File: src/rtl/pipelined_add_sub.sv
// Pipelined N-bit add/subtract: the carry chain is cut into STAGES equal segments with a
// register between segments, a valid/ready handshake with backpressure, and a synchronous flush.
module pipelined_add_sub #(
    parameter int N      = 32,
    parameter int STAGES = 4
) (
    input  logic         clk,
    input  logic         rst_n,
    input  logic         flush,
    input  logic         in_valid,
    output logic         in_ready,
    input  logic [N-1:0] a,
    input  logic [N-1:0] b,
    input  logic [1:0]   op,
    input  logic         cin,
    output logic         out_valid,
    input  logic         out_ready,
    output logic [N-1:0] sum,
    output logic         cout,
    output logic         ovf,
    output logic         zero,
    output logic         neg
);

    localparam int W   = N / STAGES;
    localparam int L   = STAGES - 1;
    localparam int MID = (STAGES > 1) ? STAGES - 1 : 1;

    if (N < 2 || STAGES < 1 || STAGES > N || (N % STAGES) != 0) begin : g_bad_params
        $error("pipelined_add_sub: need N >= 2, 1 <= STAGES <= N and N %% STAGES == 0");
    end

    logic         stall;
    logic         c0;
    logic [W:0]   seg;

    // Per-stage view: x carries finished low sum segments plus not-yet-added upper bits of a,
    // y carries the conditioned b; both move down the pipe together.
    logic [N-1:0] x_in [STAGES];
    logic [N-1:0] y_in [STAGES];
    logic         c_in [STAGES];
    logic         v_in [STAGES];
    logic [N-1:0] x_d  [STAGES];
    logic         c_d  [STAGES];

    logic [N-1:0] x_q  [MID];
    logic [N-1:0] y_q  [MID];
    logic         c_q  [MID];
    logic         v_q  [MID];
    logic         v_d  [MID];

    logic [N-1:0] sum_d, sum_q;
    logic         cout_d, cout_q;
    logic         ovf_d, ovf_q;
    logic         zero_d, zero_q;
    logic         neg_d, neg_q;
    logic         out_valid_d, out_valid_q;

    assign stall     = out_valid_q && !out_ready;
    assign in_ready  = !stall;
    assign out_valid = out_valid_q;
    assign sum       = sum_q;
    assign cout      = cout_q;
    assign ovf       = ovf_q;
    assign zero      = zero_q;
    assign neg       = neg_q;

    always_comb begin
        unique case (op)
            2'b00:   c0 = 1'b0;
            2'b01:   c0 = 1'b1;
            default: c0 = cin;
        endcase
    end

    always_comb begin
        x_in[0] = a;
        y_in[0] = b ^ {N{op[0]}};
        c_in[0] = c0;
        v_in[0] = in_valid;
        for (int unsigned k = 1; k < STAGES; k++) begin
            x_in[k] = x_q[k-1];
            y_in[k] = y_q[k-1];
            c_in[k] = c_q[k-1];
            v_in[k] = v_q[k-1];
        end
    end

    always_comb begin
        seg = '0;
        for (int unsigned k = 0; k < STAGES; k++) begin
            seg = {1'b0, x_in[k][k*W +: W]} + {1'b0, y_in[k][k*W +: W]} + {{W{1'b0}}, c_in[k]};
            x_d[k] = x_in[k];
            x_d[k][k*W +: W] = seg[W-1:0];
            c_d[k] = seg[W];
        end
    end

    always_comb begin
        for (int unsigned k = 0; k < MID; k++) begin
            v_d[k] = flush ? 1'b0 : (stall ? v_q[k] : v_in[k]);
        end
    end

    always_ff @(posedge clk or negedge rst_n) begin
        if (!rst_n) begin
            for (int unsigned k = 0; k < MID; k++) begin
                x_q[k] <= '0;
                y_q[k] <= '0;
                c_q[k] <= 1'b0;
                v_q[k] <= 1'b0;
            end
        end else begin
            for (int unsigned k = 0; k < MID; k++) begin
                v_q[k] <= v_d[k];
                if (!stall) begin
                    x_q[k] <= x_d[k];
                    y_q[k] <= y_in[k];
                    c_q[k] <= c_d[k];
                end
            end
        end
    end

    // Carry into the MSB is recovered from the MSB sum bit and its two operand bits.
    always_comb begin
        sum_d       = x_d[L];
        cout_d      = c_d[L];
        ovf_d       = (sum_d[N-1] ^ x_in[L][N-1] ^ y_in[L][N-1]) ^ cout_d;
        zero_d      = (sum_d == '0);
        neg_d       = sum_d[N-1];
        out_valid_d = flush ? 1'b0 : (stall ? out_valid_q : v_in[L]);
    end

    always_ff @(posedge clk or negedge rst_n) begin
        if (!rst_n) begin
            out_valid_q <= 1'b0;
            sum_q       <= '0;
            cout_q      <= 1'b0;
            ovf_q       <= 1'b0;
            zero_q      <= 1'b0;
            neg_q       <= 1'b0;
        end else begin
            out_valid_q <= out_valid_d;
            if (!stall) begin
                sum_q  <= sum_d;
                cout_q <= cout_d;
                ovf_q  <= ovf_d;
                zero_q <= zero_d;
                neg_q  <= neg_d;
            end
        end
    end

endmodule

File: config.mk
export PLATFORM = sky130hd
export DESIGN_NAME = pipelined_add_sub
export DESIGN_NICKNAME = d
export VERILOG_FILES = /design/src/rtl/pipelined_add_sub.sv
export SDC_FILE = /design/constraint.sdc
export NUM_CORES = 1
export LEC_CHECK = 0
export CAP_MARGIN = 20
export CORE_ASPECT_RATIO = 1.75
export CORE_MARGIN = 2
export CORE_UTILIZATION = 45
export CTS_BUF_LIST = sky130_fd_sc_hd__clkbuf_4
export DETAILED_ROUTE_END_ITERATION = 10
export PLACE_DENSITY = 0.66
export SETUP_SLACK_MARGIN = 0.05
export SLEW_MARGIN = 30
export SYNTH_ARGS = -nofsm -noshare
export SYNTH_HDL_FRONTEND = slang
export SYNTH_SLANG_ARGS = --single-unit
File: constraint.sdc
create_clock -name clk -period 4.4 [get_ports clk]
set_input_delay 0.88 -clock clk [delete_from_list [all_inputs] [get_ports clk]]
set_output_delay 0.88 -clock clk [all_outputs]
set_load 0.02 [all_outputs]
[Yosys cells after proc, flatten, opt, wreduce, memory -nomap -nowiden]
Index checks and enable logic that the tools add are counted.
Cells by class
  reduce and logical (&&, ||, !) cells: 5
  shift-type cells: 0
  muxes and demuxes: 9
  magnitude comparators: 0
  bitwise operators: 4
  equality and inequality tests: 2
  $add $sub $neg: 8
  multipliers: 0
  divide/modulo/power cells: 0
Operator list (number)
  adder 8 x 8 -> 9 bit: 4
  adder 9 x 1 -> 9 bit: 4
  zero test 32 bit: 1
  bitwise XOR 32 bit: 1
  two-way mux 1 bit: 8
  bitwise XOR 1 bit: 3
  equality test 2 x 1 -> 1 bit, second input constant: 1
  zero test 1 bit: 2
  zero test 2 bit: 1
  inequality test 2 bit, second input constant: 1
  one-hot mux 1 bit (2 select lines): 1
  logical AND 1 bit: 1
Word-level totals
  memory bits (writable): 0
  bits in read-only memories: 0
  latch bits: 0
  input bits: 72
  output and inout bits: 38
  register bits after elaboration: 235
  logic and storage cells: 46
  memories: 0

[Logic depth before layout (Yosys ltp)]
  depth after elaboration: 5
  mapped depth: 11
  mapped depth without buffers: 10

[Worst setup path after synthesis]
OpenSTA, ideal clock, no wires.
  path type: input -> register
  from: input op[0]
  to: register c_q (netlist bit c_in[2])
  arrival: 3.181 ns
  stages on the path: 11
  setup time: 0.139 ns
  path buffers: 2
  required time: 4.261 ns
  setup slack: 1.080 ns
  cell sequence: clkbuf_1 > buf_2 > mux2_2 > fa_1 > fa_1 > a21o_1 > a21oi_1 > o21bai_1 > a21o_1 > a21oi_1 > o221ai_1
Between the ends
  word-level cells in the longest chain between the ends: 3
  elaborated cells on any way between the ends: 6
  those cells by class: add/sub: 2; eq/ne: 1; mux: 1; bitwise: 1; reduce/logical: 1
Ends and longest elaborated chain
  start, declared: line 14  | input logic [1:0] op,
  bitwise XOR 32 bit (tied with other cells): line 78  | y_in[0] = b ^ {N{op[0]}};
  adder 8 x 8 -> 9 bit / one-hot mux 1 bit (2 select lines) (equally long branches): line 92, 69
  adder 9 x 1 -> 9 bit *: line 92  | seg = {1'b0, x_in[k][k*W +: W]} + {1'b0, y_in[k][k*W +: W]} + {{W{1'b0}}, c_in[k]};
  end signal, assigned by index: line 119  | c_q[k] <= c_d[k];
  end, declared: line 48  | logic c_q [MID];
Every way passes the cells marked *; elsewhere a longest branch is shown, timed or not.
A chain may end at the register's enable or synchronous reset.

[Final worst setup path]
  from: input op[1]
  to: register c_q (netlist bit c_in[2])
Between the ends
  word-level cells in the longest chain between the ends: 3
  elaborated cells on any way between the ends: 4
  those cells by class: add/sub: 1; eq/ne: 1; mux: 1; reduce/logical: 1
Ends and longest elaborated chain
  equality test 2 x 1 -> 1 bit / zero test 2 bit (equally long branches): line 69  | unique case (op)
  one-hot mux 1 bit (2 select lines) *: line 69
  adder 9 x 1 -> 9 bit *: line 92
Marked as above.

==> impl_metrics.toml <==
[grt]
grt_max_degree = 207
grt_pass1_vias = 5818
antenna_found_initial = 1
track_usage_pct = 17.47
grt_pass1_wl_um = 27760
grt_overflow_total = 0

[drt]
ant_nets = 0
avgViaCountPerCell = 4.850
wl_met1_um = 7095
wl_met2_um = 8190
first_iter_violations = 318
met3_length_um = 438
drtPass1Iterations = 5
vias = 6184
routedWlPerCell_um = 12.64
top_layer_used = "met4"
wl_um = 16120
drc = 0

[clock_tree]
h-tree-depth = 4
clockRootBuffer = "clkbuf_4"
post_cts_buffers = 0
clk_path_buf_depth = 2
hold_buffers = 0
cts_tree = "built"
clk_pin_slew_ns = 0.16
cts_inserted_buffers = 17
cts_sinks = 186
clock_latency_ns = 0.57
cts_resized = 0

[power_and_ir_drop]
ir_drop_uv = 220.3
finalPower_w = 0.004397
p_leak_nw = 4.768
p_per_area_mw_per_mm2 = 435.8

[synth]
synth_area_mm2 = 0.008491
synth_area_leader_cell = "dfrtp_1"
yosysWarningCount = 0
yosysTopAreaCellShare_pct = 54.82
synth_enable_flop_cells = 0
synth_most_common_cell = "nand2_1"
synth_top_cells_by_count = "423 x nand2_1, 186 x dfrtp_1, 43 x o21ai_0, 41 x xnor2_1, 33 x clkbuf_1"
ys_seq_area_share_pct = 54.82
synth_cell_types = 45
synthesis.nets = 1044
synth_flop_cell = "dfrtp_1"
ys_ff_latch = 186
avgSynthCellArea_um2 = 9.071
syn_inst = 936
yosys-top-cells-area = "dfrtp_1 55%, nand2_1 19%, xnor2_1 4.2%"
ys_async_sr_fraction_pct = 100.0

[floorplanning]
dieArea_mm2 = 0.02003
chipWidth_um = 107.8
top_level_ports = 110
die_h_um = 185.7
initial_core_util_pct = 45.70
core_area_mm2 = 0.01858
rows = 66

[worst_setup_path]
worstSetupPathType = "input pin to flop"
required_ns = 4.82
cp.arrival_ns = 3.51
critPathLaunch = "op[1]"
cp_num_cells = 10
cp-start-kind = "input pin"
slowest_stage = "clkdlybuf4s50_1"
critical_path.max_fanout = 2
end_kind = "flop"
cp_top_family = "compound AO/OA/AOI/OAI gates"
max_stage_delay_ns = 0.47
r2r_cells = 10
critPathBufInv = 1
reg2reg_from = "y_in[72]"
crit_chain = "clkdlybuf4s50_1 > mux2_2 > fa_1 > fa_1 > a21o_1 > a21oi_1 > o21bai_1 > a21o_1 > a21oi_1 > o221ai_1"

[cells_and_area]
fin_nets = 1131
multi_input_area_mm2 = 0.003571
regArea_mm2 = 0.004654
fin_area_mm2 = 0.01009
drive_gt1_share_pct = 4.633
fill_cells = 1787
synthToLayoutAreaGrowth_pct = 18.83
fin_cells = 1275

[timing]
period_needed_ns = 3.090
hold_viol_final = 0
setup-violations-final = 0
clock_skew_ns = 0.02164
max_slew.worst_pin.slew_ns = 0.8585
final_max_slew_viol_count = 0
period_share_pct = 70.22
fmax_ghz = 0.3237
rsz0062_at_grt = "false"
max_slew_margin_pct = 42.77
final.setup.tns_ns = 0
worst_slack_ns = 1.310

[placed_design]
gp_congestion = 0.8153
post-dp-hpwl_um = 11240
placed_area_mm2 = 0.009779
place.port_buffers = 109
pre_cts_ws_ns = 0.7003
dp_cells = 1242

[worst_hold_path]
hold_path.class = "input pin to asynchronous set/reset pin"

[outcome]
outcome = "completed"

[flow_run]
drv_cap = 0
area by class of cell:
| cell class | instances | share of cell area, % |
|---|---|---|
| tap | 238 | 2.951 |
| clock inverter | 15 | 1.786 |
| inverter | 22 | 0.8433 |
| sequential | 186 | 46.13 |
| antenna | 1 | 0.02480 |
| multi-input combinational | 681 | 35.39 |
| timing repair buffer | 115 | 11.61 |
| clock buffer | 17 | 1.265 |
registers in the layout (all words and copies together) (netlist names):
register and flops:
c_in 3, cout 1, out_valid 1, ovf 1
sum 32, sum_d 24, v_in 3, x_d 48
x_in 24, y_in 48, zero 1
path summary, 6_finish.rpt:
kind,endpoint,slack [ns]
min in group clk,sum_d[6],0.48
min,y_in[75],0.23
max in group asynchronous,y_in[56],3.34
min reg2reg,sum_d[6],0.48
max reg2reg,c_in[1],2.04
max,c_in[2],1.31
metal layers:
metal	global-route usage, %	up-vias
li1	-	3166
met2	29.18	111
met3	2.976	25
met1	22.56	2882
met5	0	-
met4	6.923	0
kinds of logic after synthesis:
| kind of cell | synth area share (%) |
|---|---|
| simple gates | 22.74 |
| flops | 54.82 |
| compound gates | 7.472 |
| buf+inv | 3.213 |
| xor+xnor | 5.364 |
| fa+ha+maj | 6.012 |
| mux | 0.3831 |
where the power goes:
| part | internal, W | switching, W | leakage (nW) |
|---|---|---|---|
| Combinational | 0.000563 | 0.000582 | 2.42 |
| Sequential | 0.00205 | 0.000224 | 2.18 |
| Clock | 0.000361 | 0.000621 | 0.163 |
cell usage in the layout (no fill, tap or decap), types with 4 or more instances in the layout:
cell type	count
a21boi_0	4
inv_6	6
nor4_1	5
nand3b_1	5
nor3b_1	4
a21oi_1	27
xnor2_1	41
inv_1	21
a21o_1	7
dfrtp_1	186
nand2_1	423
o21ai_0	43
fa_1	8
buf_4	4
clkdlybuf4s50_1	107
xor2_1	11
clkbuf_4	17
ha_1	28
o31ai_1	5
nor2_1	24
per-stage QoR:
step           utilization (%)  hold slack (ns)
5_1_grt                  54.30           0.2564
2_1_floorplan                -           0.4386
6_report                 54.30           0.2294
3_3_place_gp             52.57           0.4491
4_1_cts                  54.29           0.2864
3_5_place_dp             52.63           0.4551
No activity file was read; power rests on OpenSTA's default activity.
